File: src/rtl/sobel_stream.sv
// Streaming 3x3 Sobel filter: valid/ready window in, saturated edge value out.
// Three lock-step pipeline stages with internal row/column tracking and border forcing.
module sobel_stream #(
   parameter int          PIX_W      = 8,
   parameter int          MAX_ROW    = 480,
   parameter int          MAX_COL    = 640,
   parameter int unsigned BORDER_VAL = 0
) (
   input  logic               clk,
   input  logic               reset,
   input  logic               in_valid,
   output logic               in_ready,
   input  logic               in_sof,
   input  logic [8*PIX_W-1:0] window,
   input  logic [1:0]         mode,
   input  logic [PIX_W-1:0]   threshold,
   output logic               out_valid,
   input  logic               out_ready,
   output logic [PIX_W-1:0]   out_pixel,
   output logic               out_sof,
   output logic               out_eof,
   output logic               sof_err
);

   localparam int GW = PIX_W + 3;
   localparam int RW = $clog2(MAX_ROW);
   localparam int CW = $clog2(MAX_COL);

   localparam logic [RW-1:0]    ROW_LAST = RW'(MAX_ROW - 1);
   localparam logic [CW-1:0]    COL_LAST = CW'(MAX_COL - 1);
   localparam logic [PIX_W-1:0] PIX_MAX  = '1;
   localparam logic [PIX_W-1:0] THR_RST  = {1'b1, {(PIX_W-1){1'b0}}};
   localparam logic [PIX_W-1:0] BVAL     = PIX_W'(BORDER_VAL);

   function automatic logic signed [GW-1:0] ext(input logic [PIX_W-1:0] p);
      return $signed({3'b000, p});
   endfunction

   function automatic logic [PIX_W-1:0] sat(input logic [GW-1:0] x);
      return (x > GW'(PIX_MAX)) ? PIX_MAX : x[PIX_W-1:0];
   endfunction

   logic [PIX_W-1:0] tl, tc, tr, ml, mr, bl, bc, br;
   assign {tl, tc, tr, ml, mr, bl, bc, br} = window;

   logic adv, acc;

   logic [RW-1:0]    row_q, row_d, pos_row;
   logic [CW-1:0]    col_q, col_d, pos_col;
   logic [1:0]       cfg_mode_q, cfg_mode_d, eff_mode;
   logic [PIX_W-1:0] cfg_thr_q, cfg_thr_d, eff_thr;
   logic             sof_err_q, sof_err_d;

   logic                 s1_vld_q, s1_vld_d;
   logic signed [GW-1:0] s1_gx_q, s1_gx_d, s1_gy_q, s1_gy_d;
   logic                 s1_bdr_q, s1_bdr_d, s1_sof_q, s1_sof_d, s1_eof_q, s1_eof_d;
   logic [1:0]           s1_mode_q, s1_mode_d;
   logic [PIX_W-1:0]     s1_thr_q, s1_thr_d;

   logic             s2_vld_q, s2_vld_d;
   logic [GW-1:0]    s2_ax_q, s2_ax_d, s2_ay_q, s2_ay_d, s2_sum_q, s2_sum_d;
   logic             s2_bdr_q, s2_bdr_d, s2_sof_q, s2_sof_d, s2_eof_q, s2_eof_d;
   logic [1:0]       s2_mode_q, s2_mode_d;
   logic [PIX_W-1:0] s2_thr_q, s2_thr_d;

   logic             out_vld_q, out_vld_d;
   logic [PIX_W-1:0] out_pix_q, out_pix_d, sat_sum;
   logic             out_sof_q, out_sof_d, out_eof_q, out_eof_d;

   assign adv      = out_ready || !out_vld_q;
   assign in_ready = adv;
   assign acc      = in_valid && adv;

   // A frame start overrides the tracked position and the latched config.
   assign pos_row  = in_sof ? '0 : row_q;
   assign pos_col  = in_sof ? '0 : col_q;
   assign eff_mode = in_sof ? mode : cfg_mode_q;
   assign eff_thr  = in_sof ? threshold : cfg_thr_q;
   assign sat_sum  = sat(s2_sum_q);

   always_comb begin
      row_d      = row_q;
      col_d      = col_q;
      cfg_mode_d = cfg_mode_q;
      cfg_thr_d  = cfg_thr_q;
      sof_err_d  = acc && in_sof && (row_q != '0 || col_q != '0);
      if (acc) begin
         if (pos_col == COL_LAST) begin
            col_d = '0;
            row_d = (pos_row == ROW_LAST) ? '0 : pos_row + RW'(1);
         end else begin
            col_d = pos_col + CW'(1);
            row_d = pos_row;
         end
         if (in_sof) begin
            cfg_mode_d = mode;
            cfg_thr_d  = threshold;
         end
      end
   end

   always_comb begin
      s1_vld_d  = s1_vld_q;
      s1_gx_d   = s1_gx_q;
      s1_gy_d   = s1_gy_q;
      s1_bdr_d  = s1_bdr_q;
      s1_sof_d  = s1_sof_q;
      s1_eof_d  = s1_eof_q;
      s1_mode_d = s1_mode_q;
      s1_thr_d  = s1_thr_q;
      if (adv) begin
         s1_vld_d  = acc;
         s1_gx_d   = ext(tr) - ext(tl) + (ext(mr) <<< 1) - (ext(ml) <<< 1)
                   + ext(br) - ext(bl);
         s1_gy_d   = ext(bl) + (ext(bc) <<< 1) + ext(br) - ext(tl)
                   - (ext(tc) <<< 1) - ext(tr);
         s1_bdr_d  = (pos_row == '0) || (pos_row == ROW_LAST)
                  || (pos_col == '0) || (pos_col == COL_LAST);
         s1_sof_d  = (pos_row == '0) && (pos_col == '0);
         s1_eof_d  = (pos_row == ROW_LAST) && (pos_col == COL_LAST);
         s1_mode_d = eff_mode;
         s1_thr_d  = eff_thr;
      end
   end

   always_comb begin
      s2_vld_d  = s2_vld_q;
      s2_ax_d   = s2_ax_q;
      s2_ay_d   = s2_ay_q;
      s2_sum_d  = s2_sum_q;
      s2_bdr_d  = s2_bdr_q;
      s2_sof_d  = s2_sof_q;
      s2_eof_d  = s2_eof_q;
      s2_mode_d = s2_mode_q;
      s2_thr_d  = s2_thr_q;
      if (adv) begin
         s2_vld_d  = s1_vld_q;
         s2_ax_d   = s1_gx_q[GW-1] ? $unsigned(-s1_gx_q) : $unsigned(s1_gx_q);
         s2_ay_d   = s1_gy_q[GW-1] ? $unsigned(-s1_gy_q) : $unsigned(s1_gy_q);
         s2_sum_d  = s2_ax_d + s2_ay_d;
         s2_bdr_d  = s1_bdr_q;
         s2_sof_d  = s1_sof_q;
         s2_eof_d  = s1_eof_q;
         s2_mode_d = s1_mode_q;
         s2_thr_d  = s1_thr_q;
      end
   end

   always_comb begin
      out_vld_d = out_vld_q;
      out_pix_d = out_pix_q;
      out_sof_d = out_sof_q;
      out_eof_d = out_eof_q;
      if (adv) begin
         out_vld_d = s2_vld_q;
         out_sof_d = s2_sof_q;
         out_eof_d = s2_eof_q;
         case (s2_mode_q)
            2'd0:    out_pix_d = sat_sum;
            2'd1:    out_pix_d = (sat_sum >= s2_thr_q) ? PIX_MAX : '0;
            2'd2:    out_pix_d = sat(s2_ax_q);
            default: out_pix_d = sat(s2_ay_q);
         endcase
         if (s2_bdr_q) out_pix_d = BVAL;
      end
   end

   always_ff @(posedge clk) begin
      if (reset) begin
         row_q      <= '0;
         col_q      <= '0;
         cfg_mode_q <= 2'd1;
         cfg_thr_q  <= THR_RST;
         sof_err_q  <= 1'b0;
         s1_vld_q   <= 1'b0;
         s1_gx_q    <= '0;
         s1_gy_q    <= '0;
         s1_bdr_q   <= 1'b0;
         s1_sof_q   <= 1'b0;
         s1_eof_q   <= 1'b0;
         s1_mode_q  <= '0;
         s1_thr_q   <= '0;
         s2_vld_q   <= 1'b0;
         s2_ax_q    <= '0;
         s2_ay_q    <= '0;
         s2_sum_q   <= '0;
         s2_bdr_q   <= 1'b0;
         s2_sof_q   <= 1'b0;
         s2_eof_q   <= 1'b0;
         s2_mode_q  <= '0;
         s2_thr_q   <= '0;
         out_vld_q  <= 1'b0;
         out_pix_q  <= '0;
         out_sof_q  <= 1'b0;
         out_eof_q  <= 1'b0;
      end else begin
         row_q      <= row_d;
         col_q      <= col_d;
         cfg_mode_q <= cfg_mode_d;
         cfg_thr_q  <= cfg_thr_d;
         sof_err_q  <= sof_err_d;
         s1_vld_q   <= s1_vld_d;
         s1_gx_q    <= s1_gx_d;
         s1_gy_q    <= s1_gy_d;
         s1_bdr_q   <= s1_bdr_d;
         s1_sof_q   <= s1_sof_d;
         s1_eof_q   <= s1_eof_d;
         s1_mode_q  <= s1_mode_d;
         s1_thr_q   <= s1_thr_d;
         s2_vld_q   <= s2_vld_d;
         s2_ax_q    <= s2_ax_d;
         s2_ay_q    <= s2_ay_d;
         s2_sum_q   <= s2_sum_d;
         s2_bdr_q   <= s2_bdr_d;
         s2_sof_q   <= s2_sof_d;
         s2_eof_q   <= s2_eof_d;
         s2_mode_q  <= s2_mode_d;
         s2_thr_q   <= s2_thr_d;
         out_vld_q  <= out_vld_d;
         out_pix_q  <= out_pix_d;
         out_sof_q  <= out_sof_d;
         out_eof_q  <= out_eof_d;
      end
   end

   assign out_valid = out_vld_q;
   assign out_pixel = out_pix_q;
   assign out_sof   = out_vld_q && out_sof_q;
   assign out_eof   = out_vld_q && out_eof_q;
   assign sof_err   = sof_err_q;

endmodule

File: config.mk
export PLATFORM = sky130hd
export DESIGN_NAME = sobel_stream
export DESIGN_NICKNAME = d
export VERILOG_FILES = /design/src/rtl/sobel_stream.sv
export SDC_FILE = /design/constraint.sdc
export NUM_CORES = 1
export LEC_CHECK = 0
export BUFFER_PORTS_ARGS = -buffer_cell sky130_fd_sc_hd__buf_2
export CAP_MARGIN = 20
export CORE_MARGIN = 2
export CORE_UTILIZATION = 40
export DETAILED_ROUTE_END_ITERATION = 12
export PLACE_DENSITY = 0.59
export SETUP_SLACK_MARGIN = 0.02
export SYNTH_ARGS = -nofsm -noshare
export SYNTH_HDL_FRONTEND = slang
export SYNTH_SLANG_ARGS = --single-unit
File: constraint.sdc
create_clock -name clk -period 6.7 [get_ports clk]
set_input_delay 2.01 -clock clk [delete_from_list [all_inputs] [get_ports clk]]
set_output_delay 2.01 -clock clk [all_outputs]
set_load 0.05 [all_outputs]
After elaboration in Yosys (flattened, before gate mapping):

Cells that the tools add are included.

* bits in registers: 124
* input bits: 79
* output and inout bits: 13
* word-level logic and storage cells: 82

* add/subtract/negate cells: 15
* $lt $le $gt $ge: 4
* equal/unequal tests: 4
* mux-type cells: 15
* reduce and logical (&&, ||, !) cells: 18

Operator list (count)
* $mux W8: 6
* $gt A11 B8 Y1 const B: 3
* $sub A11 B9 Y11: 3
* $mux W9: 3
* $pmux W8 S3: 1
* $mux W11: 2
* $neg A11 Y11: 2
* $sub A11 B10 Y11: 2
* $mux W10: 2
* $add A10 B8 Y11: 1
* $add A11 B11 Y11: 1
* $add A11 B9 Y11: 1
* $add A9 B10 Y11: 1
* $add A10 B1 Y10 const B: 1
* $add A8 B9 Y10: 1
* $eq A10 B10 Y1 const B: 1
* $logic_not A10 Y1: 1
* $reduce_bool A10 Y1: 1
* $add A9 B1 Y9 const B: 1
* $eq A9 B9 Y1 const B: 1
* $logic_not A9 Y1: 1
* $reduce_bool A9 Y1: 1
* $sub A8 B8 Y9: 1
* $ge A8 B8 Y1: 1
* other kinds (7): 17

Depth between registers and ports, before layout:

Gate-level depths: netlist of run 1.

* depth in word-level cells: 6
* depth in mapped cells: 18
* depth with buffers taken out: 18

Least setup slack after synthesis of run 1:

Ideal clock, no wire load.

* path type: input to register
* start point: input port window[40]
* end point: register s1_gx_q[9]
* library setup time: 0.166 ns
* arrival: 5.420 ns
* required time: 6.534 ns
* path slack: 1.114 ns
* stages on the path: 17
* buffers on the path: 0
* path through: inv_1 ha_1 inv_1 fa_1 a21o_1 a21oi_1 o21bai_1 a21oi_1 o21ai_0 fa_1 inv_1 ha_1 ha_1 or4_1 o22ai_1 xor2_1 a211oi_1

* word-level cells in the longest chain between the ends: 5

Ends and longest elaborated chain
* start, declared: RTL line 14 `input logic [8*PIX_W-1:0] window,`
* $sub A8 B8 Y9: RTL line 113 `s1_gx_d = ext(tr) - ext(tl) + (ext(mr) <<< 1) - (ext(ml) <<< 1)`
* $add A9 B10 Y11: RTL line 113
* $sub A11 B10 Y11: RTL line 113
* $add A11 B9 Y11: RTL line 114 `+ ext(br) - ext(bl);`
* $sub A11 B9 Y11: RTL line 114
* end signal, assigned: RTL line 203 `s1_gx_q <= s1_gx_d;`
* end, declared: RTL line 55 `logic signed [GW-1:0] s1_gx_q, s1_gx_d, s1_gy_q, s1_gy_d;`

No other way between the ends.
A chain may end at the register's enable or synchronous reset.

Final worst setup path of run 1:

Same ends and word-level chain as after synthesis.

==> impl_metrics.yaml, run 1 <==
status:
  status: "completed"
final_layout:
  drive_above_1_share_pct: 12.2
  final_area_um2: 9820
  layout_common_cells: "nand2_1 (138), dfxtp_1 (124), inv_1 (115)"
  final_nets: 1314
  multi_input_area_um2: 5470
  n_antenna_cell: 0
  fillerInstances: 2100
  final_common_cell: "nand2_1"
  ff_latch_area_um2: 2480
  syn_to_final_growth_pct: 14.7
pwr:
  peakVddDrop_mv: 0.226
  pwr_density_cell_nw_per_um2: 406
  p_leak_nw: 4.40
  power_mw: 3.99
synthesis:
  syn_area_um2: 8560
  yosysUniqueCellTypes: 58
  synthCells: 1052
  synth-async-reset-ratio_pct: 0
  synth_seq_cells: 124
  synth_edf_count: 0
  ys_warn_count: 0
  syn_nets: 1247
  postSynthAreaPerCell_um2: 8.14
  synthFlopType: "dfxtp_1"
  seq_area_frac_synth_pct: 29.0
floorplanning:
  dieWidth_um: 150
  start_util_pct: 40.7
  core_area_um2: 21000
  ioPinCount: 92
  dieArea_um2: 22600
  die_y_um: 150
  row_count: 53
worst_setup_path:
  r2r_slack_ps: 3610
  crit_path_cell_trace: "buf_2, inv_1, ha_1, inv_1, fa_1, a21o_1, a21oi_1, o21bai_1, a21oi_1, o21ai_0, fa_1, inv_1, ha_1, ha_1, or4_1, o22ai_1, xor2_1, a211oi_1"
  arrival_ps: 5910
  worst_path_max_delay_cell: "fa_1"
  cp_top_family: "adder cells"
  cp.required_ps: 7040
  r2r-end: "s2_sum_q[9]"
  rr_worst_depth: 11
  worstSetupPathType: "primary input to flip-flop"
  crit_buf_inv: 4
  worstSetupStartpointType: "primary input"
  crit_cells: 18
  cp-end-kind: "flip-flop"
  crit_fanout: 3
  cpPeakStageDelay_ps: 560
  reg2reg_from: "s1_gy_q[0]"
global_routing:
  antenna_found_initial: 0
  grt_first_pass_wirelength_um: 33000
  grt_start_max_net_pins: 86
  globalRoute.totalOverflow: 0
  grt_pass1_vias: 6800
  track_usage_pct: 18.1
sta:
  finalHoldViolCount: 0
  rsz0062_at_grt: "false"
  setup_violations: 0
  min_period_ps: 5580
  slew_viol_final: 0
  post-route-period-util_pct: 83.2
  whs_ps: 447
  finalClockSkew_ps: 10.7
  setup_ws_ps: 1120
  fmax_mhz: 179
  fin_setup_tns_ps: 0
  worst_slew_pin_slew_ps: 889
  max-slew-margin-rel_pct: 40.3
cts:
  clk_pin_slew_ps: 50
  root_buffer: "clkbuf_16"
  cts_buffers: 17
  clk_path_buf_depth: 2
  cts_tree: "done"
  worstSkewPairLatency_ps: 420
  hold_buffers: 0
  cts_max_level: 4
  ctsResizeCount: 0
  post_cts_buffers: 0
  clkSinkCount: 124
place:
  portBuffers: 91
  hpwlAfterDp_um: 14300
  gp_congestion: 0.798
  post_dp_cell_area_um2: 9220
  dp_slack_ps: 712
route:
  ant_nets: 0
  via_count: 7232
  drt-wirelength-per-cell_um: 13.7
  drt_first_pass_iters: 5
  drc: 0
  drt-total-wl_um: 19300
  vias_per_cell: 5.14
  drt_iter0_drc: 401
hold_path:
  min_from: "s2_sum_q[5]"
  hold_depth: 2
  hp-class: "flip-flop to flip-flop"
  hold-path-endpoint: "s2_sum_q[5]"
run:
  drv_cap: 0
==> state kept, by name (all words and copies together) (netlist names), 9 cells and up <==
| register | flops |
|---|---|
| s1_gy_q | 11 |
| s2_sum_q | 11 |
| s1_gx_q | 11 |
| col_q | 10 |
| s2_ay_q | 11 |
| row_q | 9 |
| s2_ax_q | 11 |
==> Yosys cell counts, types with 2 or more instances <==
library cell | n | area share (%)
o22ai_1 | 8 | 0.58
nor4b_1 | 3 | 0.31
a22o_1 | 3 | 0.31
o211ai_1 | 4 | 0.35
clkbuf_1 | 43 | 1.9
dfxtp_1 | 124 | 29
a21o_1 | 9 | 0.79
nor2b_1 | 13 | 0.95
a21oi_1 | 75 | 4.4
or2_2 | 3 | 0.22
and4b_1 | 2 | 0.23
nor2_1 | 95 | 4.2
buf_1 | 4 | 0.18
a31oi_1 | 16 | 1.2
mux2i_1 | 12 | 1.4
fa_1 | 56 | 13
and2_1 | 5 | 0.37
nor3_1 | 30 | 1.8
nand4b_1 | 3 | 0.31
o31ai_1 | 6 | 0.53
and3_1 | 5 | 0.37
o21bai_1 | 3 | 0.26
nand3_1 | 18 | 1.1
xnor2_1 | 27 | 2.8
nand4_1 | 5 | 0.37
nand3b_1 | 4 | 0.35
a311oi_1 | 3 | 0.31
nand2_1 | 138 | 6.1
or4_1 | 8 | 0.70
o21a_1 | 8 | 0.70
nor4_1 | 9 | 0.66
nand2b_1 | 12 | 0.88
o41ai_1 | 5 | 0.51
o21ai_0 | 55 | 3.2
or3_1 | 8 | 0.58
ha_1 | 60 | 8.8
nor3b_1 | 2 | 0.18
a211o_1 | 3 | 0.31
xor2_1 | 5 | 0.51
a211oi_1 | 27 | 2.4
inv_1 | 116 | 5.1
==> layer usage <==
layer	vias to the layer above	GRT usage, %	routed length (um)
met5	-	0	0
met4	0	3.54	126
met3	13	3.76	575
met2	120	28.2	8690
met1	3375	25.9	9870
li1	3724	-	-
==> where the power goes <==
part	switching (mW)	internal [mW]	total, mW
sequential	0.133	0.904	1.04
combinational	1.11	0.921	2.03
clock	0.333	0.587	0.920
==> tightest hold or removal path, stage by stage (launching register included) <==
cell and delay (ps):
dfxtp_1 300, nand2_1 50, a21oi_1 50
==> per-stage QoR <==
step / cells / util, %
after floorplan: 1052 / -
after global placement: 1375 / 43.9
after detailed placement: 1375 / 43.9
after CTS: 1407 / 46.7
after global routing: 1407 / 46.7
final: 1407 / 46.7
==> final cells by class <==
class,instances,share of cell area [%]
clock inverter,9,1.12
inverter,116,4.43
timing repair buffer,95,4.97
clock buffer,23,4.97
sequential,124,25.3
multi-input combinational,765,55.7
tap,275,3.50
==> worst max-delay path by stage <==
stage	start	endpoint
2_1_floorplan	window[40]	s1_gx_q[9]
3_3_place_gp	window[40]	s1_gx_q[9]
3_5_place_dp	window[40]	s1_gx_q[9]
4_1_cts	window[40]	s1_gx_q[9]
5_1_grt	window[40]	s1_gx_q[9]
6_report	window[40]	s1_gx_q[9]
==> cell families (layout without fill, tap and decap cells) <==
| logic type | after synthesis | after routing | share of synthesized area, % |
|---|---|---|---|
| and+or+nand+nor | 369 | 369 | 20.2 |
| xor gates and xnor gates | 33 | 33 | 3.46 |
| DFF | 124 | 124 | 29.0 |
| buffers and inverters | 163 | 243 | 7.15 |
| AOI/OAI and AO/OA | 235 | 235 | 16.9 |
| adders and majority gates | 116 | 116 | 21.9 |
| muxes | 12 | 12 | 1.40 |
Note: power is estimated with default switching activity, not from simulation.
==> run 2: changes to the inputs <==
==> constraint.sdc (replaced) <==
create_clock -name clk -period 5.5 [get_ports clk]
set_input_delay 1.65 -clock clk [delete_from_list [all_inputs] [get_ports clk]]
set_output_delay 1.65 -clock clk [all_outputs]
set_load 0.05 [all_outputs]
==> run 2 against run 1 <==
- power rose by 25%
- critical path depth did not move
- via count barely moved
- non-clock buffer count rose by 3
- final area rose by 0.62%
- utilization rose by 0.29 points
- sequential power rose by 21%
- register-to-register slack got worse by 1200 ps
- highest routed layer unchanged
- cell count rose by 0.21%
- global-route usage rose by 0.36 points
==> impl_metrics.yaml, run 2 (same netlist as run 1, synthesis figures left out) <==
status:
  status: "completed"
final_layout:
  final_common_cell: "nand2_1"
  syn_to_final_growth_pct: 15.5
  layout_common_cells: "nand2_1 (138), dfxtp_1 (124), inv_1 (115)"
  fillerInstances: 2056
  drive_above_1_share_pct: 12.4
  final_nets: 1317
  multi_input_area_um2: 5470
  ff_latch_area_um2: 2480
  n_antenna_cell: 0
  utilization_pct: 47.0
pwr:
  pwr_density_cell_nw_per_um2: 504
  power.internal_mw: 3.02
  p_leak_nw: 4.43
  pwr-share-comb_pct: 50.4
  switching_share_pct: 39.3
  p_sw_mw: 1.96
  p_seq_share_pct: 25.4
  peakVddDrop_mv: 0.269
  p_clk_share_pct: 24.2
sta:
  post-route-period-util_pct: 92.8
  setup_violations: 0
  finalClockSkew_ps: 6.48
  setup_ws_ps: 397
  min_period_ps: 5100
  finalHoldViolCount: 0
  whs_ps: 444
  fin_setup_tns_ps: 0
  worst_slew_pin_slew_ps: 1020
  slew_viol_final: 0
  rsz0062_at_grt: "false"
  max-slew-margin-rel_pct: 31.6
  fmax_mhz: 196
route:
  drt_iter0_drc: 386
  vias_per_cell: 5.13
  ant_nets: 0
  drt_first_pass_iters: 6
  via_count: 7234
  drt-wirelength-per-cell_um: 13.7
  drt-total-wl_um: 19400
  drc: 0
floorplanning:
  core_area_um2: 21000
  row_count: 53
  die_y_um: 150
  start_util_pct: 40.7
  ioPinCount: 92
  dieArea_um2: 22600
  dieWidth_um: 150
cts:
  clk_pin_slew_ps: 50
  cts_buffers: 17
  cts_max_level: 4
  worstSkewPairLatency_ps: 420
  clkSinkCount: 124
  cts_tree: "done"
  hold_buffers: 0
  clk_path_buf_depth: 2
  ctsResizeCount: 0
  post_cts_buffers: 0
  root_buffer: "clkbuf_16"
worst_setup_path:
  worst_path_max_delay_cell: "fa_1"
  worstSetupStartpointType: "primary input"
  r2r_slack_ps: 2400
  cpPeakStageDelay_ps: 570
  arrival_ps: 5360
  crit_path_cell_trace: "buf_2, inv_1, ha_1, inv_1, fa_1, a21o_1, a21oi_1, o21bai_1, a21oi_1, o21ai_0, fa_1, inv_1, ha_1, ha_1, or4_1, o22ai_1, xor2_1, a211oi_1"
  worstSetupPathType: "primary input to flip-flop"
  cp.required_ps: 5760
  cp-end-kind: "flip-flop"
  crit_fanout: 2
global_routing:
  grt_first_pass_wirelength_um: 33600
  antenna_found_initial: 0
  globalRoute.totalOverflow: 0
  grt_pass1_vias: 6935
  grt_start_max_net_pins: 94
  track_usage_pct: 18.4
run:
  drv_cap: 0
place:
  portBuffers: 91
  dp_slack_ps: -49.2
  hpwlAfterDp_um: 14300
  gp_congestion: 0.812
hold_path:
  hp-class: "flip-flop to flip-flop"
-- run 2: cell types whose count changed in the layout (fill, tap and decap cells not counted), sizes merged --
cell      change
clkinv        +1
clkinvlp      -1
bufinv        +2
clkbuf        -1
buf           +3
inv           -1
-- run 2: layer usage --
metal  routed length, um  global-route usage [%]  vias to the layer above
met2                8870                    29.3                       81
li1                    -                       -                     3726
met4                 227                    5.38                        0
met5                   0                       0                        -
met1                9770                    26.0                     3403
met3                 481                    2.76                       24
-- run 2: worst max-delay path, delay by kind of cell --
kind | cells | cell delay (ps)
xor+xnor | 1 | 160
buf+inv | 4 | 250
compound gates | 7 | 1200
simple gates | 1 | 510
fa+ha+maj | 5 | 1610
-- run 2: final timing paths --
path,startpoint,end,cells after the start
max,window[40],s1_gx_q[9],18
min,s2_sum_q[3],s2_sum_q[3],2
max reg2reg,s1_gy_q[0],s2_sum_q[9],11
min reg2reg,s2_sum_q[3],s2_sum_q[3],2
-- run 2: cell type report --
class / count / area share, %
clock buffer: 22 / 4.80
clock inverter: 10 / 1.65
inverter: 116 / 4.41
multi-input combinational: 765 / 55.4
sequential: 124 / 25.1
tap: 275 / 3.48
timing repair buffer: 98 / 5.17
-- run 2: per-stage QoR --
| stage | area (um^2) | std cells | power, mW |
|---|---|---|---|
| finish | 9880 | 1410 | 4.98 |
| global route | 9880 | 1410 | 5.42 |
| CTS | 9880 | 1410 | 5.00 |
| detailed placement | 9250 | 1378 | 3.77 |
| global placement | 9250 | 1378 | 3.75 |
| floorplan | 8560 | 1052 | 3.19 |
-- run 2: power groups by stage --
stage	logic (mW)	registers, mW	clock network, mW
after floorplan	1.92	1.28	0
after global placement	2.47	1.28	0
after detailed placement	2.49	1.28	0
after CTS	2.52	1.26	1.22
after global routing	2.86	1.29	1.27
final	2.51	1.26	1.21
==> run 3: changes to the inputs <==
==> constraint.sdc (replaced) <==
create_clock -name clk -period 6.5 [get_ports clk]
set_input_delay 1.95 -clock clk [delete_from_list [all_inputs] [get_ports clk]]
set_output_delay 1.95 -clock clk [all_outputs]
set_load 0.05 [all_outputs]
==> run 3 against run 2 <==
- utilization decreased by 0.089 points
- hold slack improved by 4.7 ps
- sequential power decreased by 15%
- sequential share of layout area about the same
- combinational power decreased by 16%
- non-clock buffer count decreased by 3
==> impl_metrics.yaml, run 3 (same netlist as run 1, synthesis figures left out) <==
status:
  status: "completed"
route:
  ant_nets: 0
  drt_first_pass_iters: 8
  drc: 0
  vias_per_cell: 5.18
  drt-total-wl_um: 19500
  drt-wirelength-per-cell_um: 13.9
  via_count: 7282
  drt_iter0_drc: 428
floorplanning:
  core_area_um2: 21000
  die_y_um: 150
  start_util_pct: 40.7
  dieWidth_um: 150
  ioPinCount: 92
  dieArea_um2: 22600
  row_count: 53
sta:
  fmax_mhz: 181
  fin_setup_tns_ps: 0
  finalClockSkew_ps: 9.63
  worst_slew_pin_slew_ps: 911
  setup_violations: 0
  finalHoldViolCount: 0
  max-slew-margin-rel_pct: 38.8
  slew_viol_final: 0
  rsz0062_at_grt: "false"
  post-route-period-util_pct: 85.2
  min_period_ps: 5540
worst_setup_path:
  arrival_ps: 5870
  crit_fanout: 3
  worstSetupStartpointType: "primary input"
  worstSetupPathType: "primary input to flip-flop"
  cp.required_ps: 6830
  cp-end-kind: "flip-flop"
final_layout:
  syn_to_final_growth_pct: 15.2
  fillerInstances: 2033
  final_nets: 1314
  drive_above_1_share_pct: 12.4
  n_antenna_cell: 0
  layout_common_cells: "nand2_1 (138), dfxtp_1 (124), inv_1 (115)"
  final_common_cell: "nand2_1"
cts:
  ctsResizeCount: 0
  cts_max_level: 4
  cts_buffers: 17
  clk_path_buf_depth: 2
  hold_buffers: 0
  root_buffer: "clkbuf_16"
  post_cts_buffers: 0
  cts_tree: "done"
  clkSinkCount: 124
  worstSkewPairLatency_ps: 420
  clk_pin_slew_ps: 60
global_routing:
  grt_pass1_vias: 6869
  use_met2_pct: 28.5
  top_usage_layer: "met2"
  globalRoute.totalOverflow: 0
  grt_start_max_net_pins: 86
  met1_usage_pct: 25.7
  antenna_found_initial: 0
  use_met3_pct: 4.18
  track_usage_pct: 18.3
  grt_first_pass_wirelength_um: 33300
place:
  hpwlAfterDp_um: 14300
  portBuffers: 91
  gp_congestion: 0.794
hold_path:
  hp-class: "flip-flop to flip-flop"
pwr:
  power_mw: 4.20
  p_leak_nw: 4.42
  peakVddDrop_mv: 0.226
  pwr_density_cell_nw_per_um2: 426
run:
  drv_cap: 0
run 3: per-stage QoR:
step,hold slack [ps],area [um^2],setup WS (ps),util (%),instances
final,448,9860,960,46.9,1407
after detailed placement,442,9220,534,43.9,1375
after floorplan,427,8560,974,-,1052
after global placement,435,9220,610,43.9,1375
after CTS,448,9860,961,46.9,1407
after global routing,466,9860,678,46.9,1407
run 3: cell type report:
cell class / count / area, um^2 / share of cell area, %
flip-flops and latches: 124 / 2480 / 25.2
well taps: 275 / 344 / 3.49
clock inverters: 9 / 133 / 1.34
clock buffers: 23 / 508 / 5.15
multi-input cells: 765 / 5470 / 55.5
repair buffers: 95 / 488 / 4.95
inverters: 116 / 435 / 4.41
run 3: worst paths after layout:
check / end / cells after the start / start / slack [ps]
worst min-delay path: s2_sum_q[5] / 2 / s2_sum_q[5] / 450
worst max-delay path: s1_gx_q[9] / 18 / window[40] / 960
worst min register to register: s2_sum_q[5] / 2 / s2_sum_q[5] / 450
worst max register to register: s2_sum_q[9] / 11 / s1_gy_q[0] / 3420
run 3: power breakdown:
part | internal [mW] | switching (mW) | leakage (nW) | total [mW]
clock | 0.664 | 0.349 | 0.311 | 1.01
sequential | 0.932 | 0.138 | 1.02 | 1.07
combinational | 0.952 | 1.16 | 3.09 | 2.11
total | 2.55 | 1.65 | 4.42 | 4.20
run 3: critical path: stages:
cell and delay, ps:
buf_2 100, inv_1 80, ha_1 150, inv_1 60, fa_1 410, a21o_1 210
a21oi_1 240, o21bai_1 120, a21oi_1 220, o21ai_0 220, fa_1 570, inv_1 40
ha_1 280, ha_1 230, or4_1 530, o22ai_1 170, xor2_1 90, a211oi_1 210
run 3: per-layer routing:
layer | vias up | part of all wire [%] | routed length, um
met5 | - | 0 | 0
met4 | 0 | 1.1 | 207
met3 | 21 | 3.6 | 704
met2 | 117 | 45 | 8770
met1 | 3428 | 50 | 9820
li1 | 3716 | - | -
